<file path="config.mk">
export PLATFORM = sky130hd
export DESIGN_NAME = psi_table_gen
export DESIGN_NICKNAME = d
export VERILOG_FILES = /design/src/rtl/psi_table_gen.sv
export SDC_FILE = /design/constraint.sdc
export NUM_CORES = 1
export LEC_CHECK = 0
export CELL_PAD_IN_SITES_DETAIL_PLACEMENT = 2
export CELL_PAD_IN_SITES_GLOBAL_PLACEMENT = 2
export CORE_MARGIN = 2
export CORE_UTILIZATION = 47
export CTS_CLUSTER_SIZE = 16
export DETAILED_ROUTE_END_ITERATION = 8
export PLACE_DENSITY = 0.79
export SLEW_MARGIN = 20
export SYNTH_ARGS = -nofsm -noshare
export SYNTH_HDL_FRONTEND = slang
export SYNTH_SLANG_ARGS = --single-unit
</file>
<file path="constraint.sdc">
create_clock -name clk -period 17.4 [get_ports clk]
set_input_delay 3.48 -clock clk [delete_from_list [all_inputs] [get_ports clk]]
set_output_delay 3.48 -clock clk [all_outputs]
set_load 0.005 [all_outputs]
</file>
<file path="src/rtl/psi_table_gen.sv">
`default_nettype none
// ============================================================================
// Module   : psi_table_gen
// Purpose  : Builds the forward (PSI^bitrev(i)) and inverse
//            (PSI_INV^bitrev(i)) twiddle tables mod Q in two register banks.
//            The tables are built after reset or after a regen pulse. When
//            ready, the module serves pipelined reads with one cycle of
//            latency.
// Ports    : clk        - clock, rising edge
//            rst        - asynchronous active-high reset
//            regen_i    - one-cycle pulse, recompute both tables
//            ready_o    - tables valid, reads accepted
//            rd_en_i    - read request
//            rd_inv_i   - bank select (0 = forward, 1 = inverse)
//            rd_addr_i  - table index
//            rd_data_o  - twiddle value
//            rd_valid_o - rd_data_o carries a read result this cycle
// Revision : 1.0 - initial release
// ============================================================================
module psi_table_gen #(
    parameter int N       = 32,
    parameter int LOG_N   = 5,
    parameter int W       = 9,
    parameter int Q       = 257,
    parameter int PSI     = 81,
    parameter int PSI_INV = 165
) (
    input  logic             clk,
    input  logic             rst,
    input  logic             regen_i,
    output logic             ready_o,
    input  logic             rd_en_i,
    input  logic             rd_inv_i,
    input  logic [LOG_N-1:0] rd_addr_i,
    output logic [W-1:0]     rd_data_o,
    output logic             rd_valid_o
);

    typedef enum logic [0:0] {
        S_GEN = 1'b0,
        S_RDY = 1'b1
    } state_t;

    // Constants widened to the product width so the modular arithmetic
    // stays within 2W bits.
    localparam logic [2*W-1:0]   c_q       = (2*W)'(Q);
    localparam logic [2*W-1:0]   c_psi     = (2*W)'(PSI);
    localparam logic [2*W-1:0]   c_psi_inv = (2*W)'(PSI_INV);
    localparam logic [W-1:0]     c_one     = W'(1);
    localparam logic [LOG_N-1:0] c_k_last  = LOG_N'(N - 1);

    state_t             state_q;
    logic [LOG_N-1:0]   k_q;
    logic [W-1:0]       acc_f_q;
    logic [W-1:0]       acc_i_q;
    logic               ready_q;
    logic               rd_valid_q;
    logic [W-1:0]       rd_data_q;

    logic [W-1:0]       acc_f_d;
    logic [W-1:0]       acc_i_d;
    logic [LOG_N-1:0]   w_k_rev;
    logic               w_rd_accept;

    logic [W-1:0]       fwd_q [0:N-1];
    logic [W-1:0]       inv_q [0:N-1];

    // Bit-reversed write index. Generation walks the powers in natural
    // order and scatters them into bit-reversed positions.
    genvar gi;
    generate
        for (gi = 0; gi < LOG_N; gi++) begin : g_bitrev
            assign w_k_rev[gi] = k_q[LOG_N-1-gi];
        end
    endgenerate

    // Next running powers. The reduction is complete, so each result is
    // strictly below Q.
    always_comb begin
        acc_f_d = W'(({{W{1'b0}}, acc_f_q} * c_psi) % c_q);
        acc_i_d = W'(({{W{1'b0}}, acc_i_q} * c_psi_inv) % c_q);
    end

    assign w_rd_accept = rd_en_i && ready_q;

    // Generation control. A regen pulse takes priority over the
    // end-of-generation transition, so a pulse in either state restarts
    // generation from k = 0.
    always_ff @(posedge clk or posedge rst) begin
        if (rst) begin
            state_q <= S_GEN;
            k_q     <= '0;
            acc_f_q <= c_one;
            acc_i_q <= c_one;
            ready_q <= 1'b0;
        end else if (regen_i) begin
            state_q <= S_GEN;
            k_q     <= '0;
            acc_f_q <= c_one;
            acc_i_q <= c_one;
            ready_q <= 1'b0;
        end else begin
            case (state_q)
                S_GEN: begin
                    acc_f_q <= acc_f_d;
                    acc_i_q <= acc_i_d;
                    k_q     <= k_q + LOG_N'(1);
                    if (k_q == c_k_last) begin
                        state_q <= S_RDY;
                        ready_q <= 1'b1;
                    end
                end
                S_RDY: begin
                    ready_q <= 1'b1;
                end
                default: begin
                    state_q <= S_GEN;
                    ready_q <= 1'b0;
                end
            endcase
        end
    end

    // The banks have no reset. Their contents are rewritten in full
    // during every generation pass. A regen in GEN still writes the
    // current entry, and that value is correct for its index.
    always_ff @(posedge clk) begin
        if (state_q == S_GEN && !rst) begin
            fwd_q[w_k_rev] <= acc_f_q;
            inv_q[w_k_rev] <= acc_i_q;
        end
    end

    // Read port. A read that arrives together with regen in RDY is still
    // served, because ready_q is still high at that edge and the banks do
    // not change until the next edge.
    always_ff @(posedge clk or posedge rst) begin
        if (rst) begin
            rd_valid_q <= 1'b0;
            rd_data_q  <= '0;
        end else begin
            rd_valid_q <= w_rd_accept;
            if (w_rd_accept) begin
                rd_data_q <= rd_inv_i ? inv_q[rd_addr_i] : fwd_q[rd_addr_i];
            end
        end
    end

    assign ready_o    = ready_q;
    assign rd_valid_o = rd_valid_q;
    assign rd_data_o  = rd_data_q;

endmodule
`default_nettype wire

</file>
-- Word-level counts from Yosys, hierarchy flattened
Memory sizes are Yosys's and may differ from the RTL's.
Index checks and enable logic that the tools add are counted.
- add/subtract/negate cells: 1
- multipliers: 2
- divide/modulo/power cells: 2
- eq/ne operators: 3
- multiplexer cells: 15
- bitwise logic cells: 1
- reduce and logical (&&, ||, !) cells: 3
- operators by type and width (operator ; count):
    $mux W9 ; 5
    $mod A16 B9 Y18 const B ; 1
    $mod A17 B9 Y18 const B ; 1
    $mul A9 B8 Y17 const B ; 1
    $mul A9 B7 Y16 const B ; 1
    $mux W5 ; 2
    $mux W1 ; 7
    $add A5 B1 Y5 const B ; 1
    $eq A5 B5 Y1 const B ; 1
    $ne A3 B3 Y1 const B ; 1
    $logic_and A1 B1 Y1 ; 2
    $ne A2 B2 Y1 const B ; 1
    $pmux W1 S2 ; 1
    $logic_not A1 Y1 ; 1
    $not A1 Y1 ; 1
- register bits after elaboration: 35
- bits in writable memories: 576
- input bits: 10
- output and inout bits: 11
- memories kept: 2
- memory list (name ; words ; width ; rd ports ; clocked after memory_dff ; write ports ; RTL line ; text):
    fwd_q ; 32 ; 9 ; 1 ; 0 ; 1 ; 65 ; logic [W-1:0] fwd_q [0:N-1];
    inv_q ; 32 ; 9 ; 1 ; 0 ; 1 ; 66 ; logic [W-1:0] inv_q [0:N-1];

-- Logic depth before layout (Yosys ltp)
Gate-level depths: netlist (run 1).
- depth after elaboration: 4
- gate-level depth with buffers: 51
- mapped depth without buffers: 43

-- Least setup slack after synthesis (run 1)
Ideal clock, no wire load.
- path type: reg-to-reg
- from: register acc_i_q[3]
- to: register acc_i_q[2]
- setup time: 0.099 ns
- data arrival time: 11.371 ns
- required time: 17.301 ns
- setup slack: 5.930 ns
- cell stages (with the launch flop): 48
- path buffers: 6
- clock period less this slack: 11.470 ns
- path through: dfrtp_1 -> ha_1 -> fa_1 -> fa_1 -> ha_1 -> ha_1 -> buf_4 -> o211ai_1 -> a21o_2 -> a21boi_0 -> a2bb2oi_1 -> and4_1 -> buf_2 -> nand2_1 -> o211ai_1 -> or3_1 -> buf_2 -> a2111oi_2 -> [12 not listed] -> a21o_1 -> nor2_1 -> o21ai_0 -> inv_1 -> ha_1 -> o21ai_0 -> a311o_1 -> or3_1 -> o31ai_2 -> xnor2_1 -> ha_1 -> nand2_1 -> nor4b_1 -> mux2i_1 -> nand2_1 -> a32oi_2 -> a211o_1 -> a311oi_1
- cells in the longest elaborated chain, start to end: 4
- RTL lines (what ; RTL line ; text):
    start: declaration ; 55 ; logic [W-1:0] acc_i_q;
    start signal: assignment ; 94 ; acc_i_q <= c_one;
    start signal: assignment ; 100 ; acc_i_q <= c_one;
    start signal: assignment ; 106 ; acc_i_q <= acc_i_d;
    $mul A9 B8 Y17 ; 81 ; acc_i_d = W'(({{W{1'b0}}, acc_i_q} * c_psi_inv) % c_q);
    $mod A17 B9 Y18 ; 81 ;
    $mux W9 ; 103 ; case (state_q)
    $mux W9 ; 96 ; end else if (regen_i) begin
Every way passes these cells. The select of a mux whose other input is x is not followed.
A chain may end at the register's enable or synchronous reset.

-- Worst setup path after layout (run 1)
- from: register acc_i_q[3]
- to: register acc_i_q[4]
Same word-level chain as after synthesis.

==> results of run 1 <==
-- worst register-to-register path, delay by kind of cell (launching register included) --
kind / cells / cell delay [ns]
simple gates: 12 / 4.48
buf+inv: 2 / 0.61
xor+xnor: 1 / 0.21
fa+ha+maj: 7 / 2.74
flops: 1 / 0.93
mux: 1 / 0.33
compound gates: 18 / 6.62
-- registers in the layout, summed over array words and instances (netlist names) --
| register | flops |
|---|---|
| rd_valid_o | 1 |
| k_q | 5 |
| ready_o | 1 |
| acc_f_q | 9 |
| acc_i_q | 9 |
| fwd_q | 288 |
| state_q | 1 |
| rd_data_o | 9 |
| inv_q | 288 |
-- cells in the final DEF (no fill, tap or decap), drive strengths merged, types with 19 or more instances in the layout --
| cell type | count |
|---|---|
| a211oi | 25 |
| a21o | 30 |
| a21oi | 61 |
| and2 | 23 |
| buf | 54 |
| clkbuf | 87 |
| clkinv | 22 |
| dfrtp | 33 |
| edfxtp | 576 |
| ha | 100 |
| inv | 53 |
| mux2i | 23 |
| mux4 | 189 |
| nand2 | 95 |
| nand3 | 59 |
| nand4 | 22 |
| nor2 | 120 |
| nor3 | 47 |
| nor4 | 19 |
| o211ai | 23 |
| o21ai | 64 |
| o31ai | 20 |
| or2 | 22 |
| or3 | 20 |
| xnor2 | 36 |
| xor2 | 19 |
-- Yosys cell counts (10+ instances only) --
cell / count / area [sq um]
nand4_1: 21 / 131
buf_2: 12 / 60.1
o211ai_1: 22 / 165
nor2_1: 117 / 439
a21oi_1: 56 / 280
nand2b_1: 16 / 100
edfxtp_1: 576 / 17300
nand2_1: 95 / 357
o31ai_1: 18 / 135
a31oi_1: 15 / 93.8
o211a_1: 11 / 110
mux2i_1: 23 / 230
xor2_1: 19 / 166
and3_1: 16 / 100
nand3_1: 59 / 295
dfrtp_1: 33 / 826
xnor2_1: 34 / 298
mux2_2: 16 / 180
nor4_1: 16 / 100
or2_2: 17 / 106
and2_1: 22 / 138
mux4_2: 189 / 4260
fa_1: 10 / 200
ha_1: 100 / 1250
or3_1: 20 / 125
a311oi_1: 11 / 96.3
o21ai_0: 56 / 280
o21a_1: 14 / 105
a21o_1: 29 / 218
a211oi_1: 22 / 165
clkbuf_1: 52 / 195
inv_1: 47 / 176
buf_1: 17 / 63.8
nor3_1: 46 / 230
-- area by class of cell --
type,count,area (sq um)
diodes,6,15.0
clock buffers,87,1770
clock inverters,35,335
fillers,5959,31000
inverters,48,180
multi-input cells,1312,12500
flip-flops and latches,611,18200
well taps,864,1080
repair buffers,70,572
-- routing by layer --
metal  vias to the layer above  GRT usage (%)  wire (um)  share of wire [%]
li1                       8571              -          -                  -
met1                     11900           51.3      49200                 37
met2                      1801           62.4      62000                 47
met3                       493           9.12      14200                 11
met4                        20           17.9       7100                5.4
met5                         -              0        165               0.12
-- stage by stage --
stage / hold slack (ns) / std cells / area, sq um / setup WS, ns
after floorplan: 0.505 / 2059 / 31100 / 5.93
after global placement: 0.493 / 2905 / 32500 / 4.26
after detailed placement: 0.504 / 2905 / 32500 / 2.77
after CTS: 0.557 / 3027 / 34600 / 1.91
after global routing: 0.578 / 3027 / 34600 / 0.718
final: 0.564 / 3033 / 34600 / 1.30
-- kinds of logic (layout without fill, tap and decap cells) --
family | after synthesis | in the layout
buffers and inverters | 136 | 240
AND/OR/NAND/NOR | 507 | 507
multiplexers | 228 | 228
AO/OA/AOI/OAI | 412 | 412
adder cells (fa/ha/maj) | 110 | 110
XOR/XNOR | 55 | 55
other | 0 | 6
flip-flops | 611 | 611
-- final timing paths --
kind,startpoint,end,slack (ns),depth (start not counted)
max,acc_i_q[3]$_DFFE_PP0P_,acc_i_q[4]$_DFFE_PP0P_,1.30,41
min,rd_data_o[4]$_DFFE_PP0P_,rd_data_o[4]$_DFFE_PP0P_,0.56,1
max reg2reg,acc_i_q[3]$_DFFE_PP0P_,acc_i_q[4]$_DFFE_PP0P_,1.30,41
min reg2reg,rd_data_o[4]$_DFFE_PP0P_,rd_data_o[4]$_DFFE_PP0P_,0.56,1
max in group asynchronous,rst,acc_i_q[2]$_DFFE_PP0P_,13.19,3
min in group asynchronous,rst,rd_valid_o$_DFF_PP0_,3.35,2
==> reports/results.txt, run 1 <==
Slew HR: 19.4%
fraction of registers with async set/reset: 5.73%
Post-Route Setup TNS: 0 ns
drt total wl: 133000 um
xor/xnor share of the synthesized area: 1.59%
GPL Wtd Cong: 0.870
synth-to-layout area growth: 11.3%
setup bufs post-CTS: 0
CP delay by family, top: compound AO/OA/AOI/OAI gates
Post-synth EDFFs: 576
I/O Buffers: 20
1st-iter DRT viols: 3477
Worst-Margin Slew: 1.20 ns
mux share of post-synthesis cell area: 15.0%
Worst Hold Class: reg -> reg
max-slew violation count: 0
Synth Instances: 2059
vias in the first global route: 23700
Ys Warns: 0
Rows: 94
Root Buffer Master: clkbuf_16
worst skew pair latency: 0.63 ns
nets: 2229
CTS tree: done
ratio of cells with drive above 1 in the final layout: 21.1%
CP Buf/Inv Count: 2
largest family of logic cells by synthesized area: multiplexers
CP Launch Type: flop
post-CTS resize count: 0
CTS Sinks: 611
Top Ports: 21
grt total ovfl: 0
final core utilization: 52.8%
H-tree levels: 3
Clock Path Buffers: 3
Syn Nets: 2179
worst endpoint required time: 17.85 ns
total global-route track usage: 39.1%
first-pass GRT wire length: 188000 um
average cell area after synthesis: 15.1 sq um
Synth Area in Compound Gates: 10.1%
initial antenna violation count: 14
crit end category: flop
adder-cell area share of the yosys netlist: 4.66%
maxcap violations: 0
DRT antenna net count: 0
1st-pass router iterations: 6
Cell Area, Synth: 31100 sq um
cts hold-fix bufs: 0
DRC viols: 0
Setup Crit Path Kind: reg -> reg
core area: 65600 sq um
Die Wd: 261 um
critical path arrival: 16.55 ns
Hold Violations, Final: 0
period utilisation layout: 92.5%
final setup fails: 0
post-synthesis simple-gate area fraction: 8.54%
f_max: 0.0621 GHz
slowest CP cell: dfrtp_1
routed vias/inst: 7.52
Synth Flop Type: edfxtp_1
status: finished, final reports clean
Crit path top cell by count: ha_1
DR vias: 22800
Starting Density: 47.5%
RSZ-0062 raised after global routing: no
die area: 68300 sq um
Layout Skew: 0.0371 ns
Num CTS Buffers: 66
number of synthesized register bits: 611
Min Clock Period, post-route: 16.10 ns
slowest stage delay, CP: 0.93 ns
Routed WL per cell: 43.7 um
register clock-pin slew on the reported worst setup and hold paths: 0.07 ns
Cell variety after synth: 111
critical path fanouts, max: 20
sequential element share of the synthesized area: 58.4%
pin count of the biggest net entering global routing: 94
chip height: 261 um
HPWL Detailed: 78800 um
Power of run 1 is left out: the tool's default activity adds up to more than one toggle a clock period on the data nets, which glitch-free logic cannot reach.
==> run 2, diff against run 1 <==
--- a/config.mk
+++ b/config.mk
@@ -11,7 +11,8 @@
 export CORE_UTILIZATION = 47
 export CTS_CLUSTER_SIZE = 16
 export DETAILED_ROUTE_END_ITERATION = 8
-export PLACE_DENSITY = 0.79
+export DONT_BUFFER_PORTS = 1
+export PLACE_DENSITY_LB_ADDON = 0.1
 export SLEW_MARGIN = 20
 export SYNTH_ARGS = -nofsm -noshare
 export SYNTH_HDL_FRONTEND = slang
==> run 2 against run 1 <==
  * Routed wire length decreased by 9.1%
  * Critical path depth increased by 1
  * Final area decreased by 0.65%
  * Flip-flop and latch count unchanged
  * Worst hold slack improved by 0.0089 ns
  * Global-route usage decreased by 3.5 points
  * Cell count decreased by 1.2%
  * Die area unchanged
  * Non-clock buffer count decreased by 32
  * Setup slack improved by 0.54 ns
  * Clock skew decreased by 0.0052 ns
  * First-iteration DRC count decreased by 12%
  * Critical path type unchanged
==> reports/results.txt, run 2 (synthesis gave the netlist of run 1 again) <==
Hold Violations, Final: 0 (unchanged)
# fillers: 5927 (-0.54%)
multi-input logic area: 12600 sq um (+0.32%)
Starting Density: 47.5% (unchanged)
Num CTS Buffers: 68 (+3.0%)
Die Wd: 261 um (unchanged)
cts hold-fix bufs: 0 (unchanged)
CTS tree: done
critical path arrival: 16.00 ns (-0.55 ns)
DR vias: 21600 (-5.3%)
final worst slack: 1.84 ns (+0.540 ns)
nets: 2199 (-1.3%)
period utilisation layout: 89.4% (-3.1 points)
GPL Wtd Cong: 0.859 (-1.2%)
RSZ-0062 raised after global routing: no
slowest CP cell: a311oi_1
CP startpoint: acc_i_q[3]$_DFFE_PP0P_
Clock Path Buffers: 3 (unchanged)
most common cell after layout, fill and taps aside: edfxtp_1
Layout Skew: 0.0319 ns (-0.00520 ns)
grt total ovfl: 0 (unchanged)
first-pass GRT wire length: 173000 um (-7.8%)
register area: 18200 sq um (unchanged)
max-slew violation count: 0 (unchanged)
worst endpoint required time: 17.84 ns (about the same)
vias in the first global route: 22800 (-3.5%)
1st-iter DRT viols: 3046 (-12%)
initial antenna violation count: 6 (-8)
CP Launch Type: flop
die area: 68300 sq um (unchanged)
1st-pass router iterations: 5 (-1)
pin count of the biggest net entering global routing: 145 (+54%)
I/O Buffers: 0 (-100%)
CTS Sinks: 611 (unchanged)
Rows: 94 (unchanged)
crit end category: flop
Post-Route Setup TNS: 0 ns (unchanged)
Largest regs: fwd_q: 288 flops, inv_q: 288 flops
chip height: 261 um (unchanged)
final setup fails: 0 (unchanged)
f_max: 0.0643 GHz (+3.5%)
H-tree levels: 3 (unchanged)
R2R Setup Slk: 1.84 ns (+0.54 ns)
Root Buffer Master: clkbuf_16
DRT antenna net count: 0 (unchanged)
critical path fanouts, max: 20 (unchanged)
post-CTS resize count: 0 (unchanged)
DRC viols: 0 (unchanged)
register clock-pin slew on the reported worst setup and hold paths: 0.06 ns (about the same)
total global-route track usage: 35.7% (-3.5 points)
most frequent cells in the layout: edfxtp_1, mux4_2, ha_1
Slew HR: 24.8% (+5.4 points)
min-delay src: rd_data_o[5]$_DFFE_PP0P_
pre-CTS WS: 2.89 ns (+0.123 ns)
slowest stage delay, CP: 0.85 ns (-0.08 ns)
Top Ports: 21 (unchanged)
HPWL Detailed: 72500 um (-7.9%)
Worst Hold Class: reg -> reg
drt total wl: 121000 um (-9.1%)
worst skew pair latency: 0.64 ns (about the same)
Min Clock Period, post-route: 15.56 ns (-0.540 ns)
status: finished, final reports clean
Routed WL per cell: 40.2 um (-8.0%)
ratio of cells with drive above 1 in the final layout: 20.8% (-0.26 points)
Setup Crit Path Kind: reg -> reg
setup bufs post-CTS: 0 (unchanged)
Worst-Margin Slew: 1.13 ns (-0.0718 ns)
launching point of the worst reg2reg path: acc_i_q[3]$_DFFE_PP0P_
synth-to-layout area growth: 10.5%
Crit path top cell by count: ha_1
maxcap violations: 0 (unchanged)
routed vias/inst: 7.21 (-4.1%)
core area: 65600 sq um (unchanged)
run 2: cell count changes in the layout (fill, tap and decap cells not counted), sizes merged:
cell	previous run	this run
buf	54	38
clkdlybuf4s50	16	0
clkbuf	87	94
diode	6	1
clkinv	22	19
bufinv	5	4
clkinvlp	3	2
inv	53	52
run 2: critical path: cells and delay by family (launching register included):
kind            cells  cell delay [ns]
mux                 1             0.30
compound gates     19             7.48
xor+xnor            1             0.23
flops               1             0.83
simple gates       12             3.21
fa+ha+maj           7             2.71
buf+inv             2             0.56
run 2: stage by stage:
stage | util, % | hold slack [ns] | cells | cell area (sq um)
finish | 52.5 | 0.573 | 2997 | 34400
global route | 52.4 | 0.604 | 2996 | 34400
CTS | 52.4 | 0.575 | 2996 | 34400
detailed placement | 49.2 | 0.542 | 2873 | 32300
global placement | 49.2 | 0.521 | 2873 | 32300
floorplan | - | 0.505 | 2059 | 31100
run 2: cell type report:
class,count,area share (%)
diodes,1,0.00727
clock buffers,94,5.41
clock inverters,29,0.811
inverters,48,0.523
multi-input cells,1312,36.5
flip-flops and latches,611,52.8
well taps,864,3.14
repair buffers,38,0.829
run 2: final timing paths:
kind / to / cells past startpoint
max: acc_i_q[3]$_DFFE_PP0P_ / 42
min: rd_data_o[5]$_DFFE_PP0P_ / 1
max reg2reg: acc_i_q[3]$_DFFE_PP0P_ / 42
min reg2reg: rd_data_o[5]$_DFFE_PP0P_ / 1
max in group asynchronous: rd_data_o[4]$_DFFE_PP0P_ / 2
min in group asynchronous: acc_f_q[4]$_DFFE_PP0P_ / 1
run 2: metal layers:
metal	share of wire [%]	GRT usage, %
met1	39	48.0
met5	0.047	0
met4	3.7	12.9
met2	48	58.7
met3	9.0	6.11
Power of run 2 is left out for the same reason.
==> run 3, diff against run 2 <==
==> constraint.sdc (replaced) <==
create_clock -name clk -period 19.6 [get_ports clk]
set_input_delay 3.92 -clock clk [delete_from_list [all_inputs] [get_ports clk]]
set_output_delay 3.92 -clock clk [all_outputs]
set_load 0.005 [all_outputs]
==> run 3 against run 2 <==
  * Die area unchanged
  * Largest cell class unchanged
  * Critical endpoint is now acc_i_q[4]$_DFFE_PP0P_
  * Routed wire length shrank 1.9%
  * First-iteration DRC count fell by 4.9%
  * Flip-flop and latch count stayed put
  * Clock skew shrank 0.0064 ns
==> reports/results.txt, run 3 (synthesis gave the netlist of run 1 again) <==
most common cell after layout, fill and taps aside: edfxtp_1
Hold Violations, Final: 0 (unchanged)
Num CTS Buffers: 61 (-10%)
register clock-pin slew on the reported worst setup and hold paths: 0.07 ns (about the same)
Worst-Margin Slew: 1.22 ns (+0.0889 ns)
critical path arrival: 15.63 ns (-0.37 ns)
DRC viols: 0 (unchanged)
synth-to-layout area growth: 10.0%
f_max: 0.0660 GHz (+2.6%)
status: finished, final reports clean
crit end category: flop
pin count of the biggest net entering global routing: 145 (unchanged)
Routed WL per cell: 39.5 um (-1.7%)
GR Util met3: 8.21% (+2.1 points)
setup bufs post-CTS: 0 (unchanged)
met1 GRT Util: 45.2% (-2.7 points)
Setup Crit Path Kind: reg -> reg
max-slew violation count: 0 (unchanged)
Largest regs: fwd_q: 288 flops, inv_q: 288 flops
vias in the first global route: 22400 (-2.1%)
pre-CTS WS: 4.96 ns (+2.07 ns)
critical path fanouts, max: 20 (unchanged)
total global-route track usage: 34.9% (-0.76 points)
Layout Skew: 0.0255 ns (-0.00637 ns)
M2 GR Usage: 57.8% (-0.87 points)
Crit path top cell by count: ha_1
Worst Hold Class: reg -> reg
cts hold-fix bufs: 0 (unchanged)
period utilisation layout: 77.3% (-12 points)
post-CTS resize count: 0 (unchanged)
slowest stage delay, CP: 0.87 ns (+0.02 ns)
final worst slack: 4.44 ns (+2.60 ns)
ratio of cells with drive above 1 in the final layout: 20.9% (+0.031 points)
Slew HR: 18.2% (-6.6 points)
Root Buffer Master: clkbuf_16
I/O Buffers: 0 (unchanged)
Top Ports: 21 (unchanged)
grt total ovfl: 0 (unchanged)
first-pass GRT wire length: 170000 um (-2.0%)
CP Launch Type: flop
DR vias: 21300 (-1.6%)
final setup fails: 0 (unchanged)
slowest CP cell: dfrtp_1
CTS Sinks: 611 (unchanged)
maxcap violations: 0 (unchanged)
RSZ-0062 raised after global routing: no
Post-Route Setup TNS: 0 ns (unchanged)
initial antenna violation count: 11 (+5)
routed vias/inst: 7.11 (-1.3%)
chip height: 261 um (unchanged)
Min Clock Period, post-route: 15.16 ns (-0.400 ns)
1st-iter DRT viols: 2898 (-4.9%)
die area: 68300 sq um (unchanged)
H-tree levels: 2 (-1)
GPL Wtd Cong: 0.860 (about the same)
Rows: 94 (unchanged)
Die Wd: 261 um (unchanged)
drt total wl: 118000 um (-1.9%)
Starting Density: 47.5% (unchanged)
CTS tree: done
Clock Path Buffers: 3 (unchanged)
worst endpoint required time: 20.07 ns (+2.23 ns)
1st-pass router iterations: 6 (+1)
# fillers: 5984 (+0.96%)
worst skew pair latency: 0.66 ns (+0.02 ns)
nets: 2192 (-0.32%)
core area: 65600 sq um (unchanged)
HPWL Detailed: 72700 um (+0.29%)
most frequent cells in the layout: edfxtp_1, mux4_2, ha_1
busiest layer in global routing: met2
DRT antenna net count: 0 (unchanged)
## run 3: cell types whose count changed in the layout (fill, tap and decap cells not counted)
cell	before	now
clkbuf_8	2	13
clkbuf_16	70	62
clkbuf_1	22	15
bufinv_16	4	1
inv_6	4	1
clkinv_2	12	14
clkinvlp_4	2	1
diode_2	1	2
inv_16	0	1
## run 3: per-stage QoR
stage               cells  hold WS, ns  cell area (sq um)  util, %
global placement     2873        0.521              32300     49.2
global route         2988        0.618              34300     52.2
finish               2990        0.577              34300     52.2
CTS                  2988        0.586              34200     52.2
detailed placement   2873        0.542              32300     49.2
floorplan            2059        0.505              31100        -
## run 3: routing by layer
metal | part of all wire, % | vias to the layer above
li1 | - | 8479
met1 | 38 | 11300
met2 | 49 | 1249
met3 | 9.0 | 275
met4 | 3.7 | 8
met5 | 0.22 | -
## run 3: path summary, 6_finish.rpt
path                                           from                       end  slack [ns]  cells after the start
setup / recovery             acc_i_q[3]$_DFFE_PP0P_    acc_i_q[4]$_DFFE_PP0P_        4.44                     42
hold / removal             rd_data_o[2]$_DFFE_PP0P_  rd_data_o[2]$_DFFE_PP0P_        0.58                      1
setup reg to reg             acc_i_q[3]$_DFFE_PP0P_    acc_i_q[4]$_DFFE_PP0P_        4.44                     42
hold reg to reg            rd_data_o[2]$_DFFE_PP0P_  rd_data_o[2]$_DFFE_PP0P_        0.58                      1
max in group asynchronous                       rst  rd_data_o[5]$_DFFE_PP0P_       15.71                      2
min in group asynchronous                       rst    acc_f_q[4]$_DFFE_PP0P_        3.07                      1
## run 3: layout make-up
class	count	area, sq um	area share [%]
Inverter	48	180	0.526
Multi-Input combinational cell	1312	12600	36.7
Clock inverter	25	185	0.541
Sequential cell	611	18200	53.1
Clock buffer	90	1790	5.22
Timing Repair Buffer	38	285	0.833
Antenna cell	2	5.00	0.0146
Tap cell	864	1080	3.16
## run 3: worst max-delay path: cells and delay by family, from the launching register on
| kind | cells | cell delay, ns |
|---|---|---|
| AOI/OAI and AO/OA | 19 | 7.29 |
| xor gates and xnor gates | 1 | 0.18 |
| adders and majority gates | 7 | 2.74 |
| buffers and inverters | 2 | 0.56 |
| DFF | 1 | 0.87 |
| muxes | 1 | 0.23 |
| and+or+nand+nor | 12 | 3.06 |
Power of run 3 is left out for the same reason.
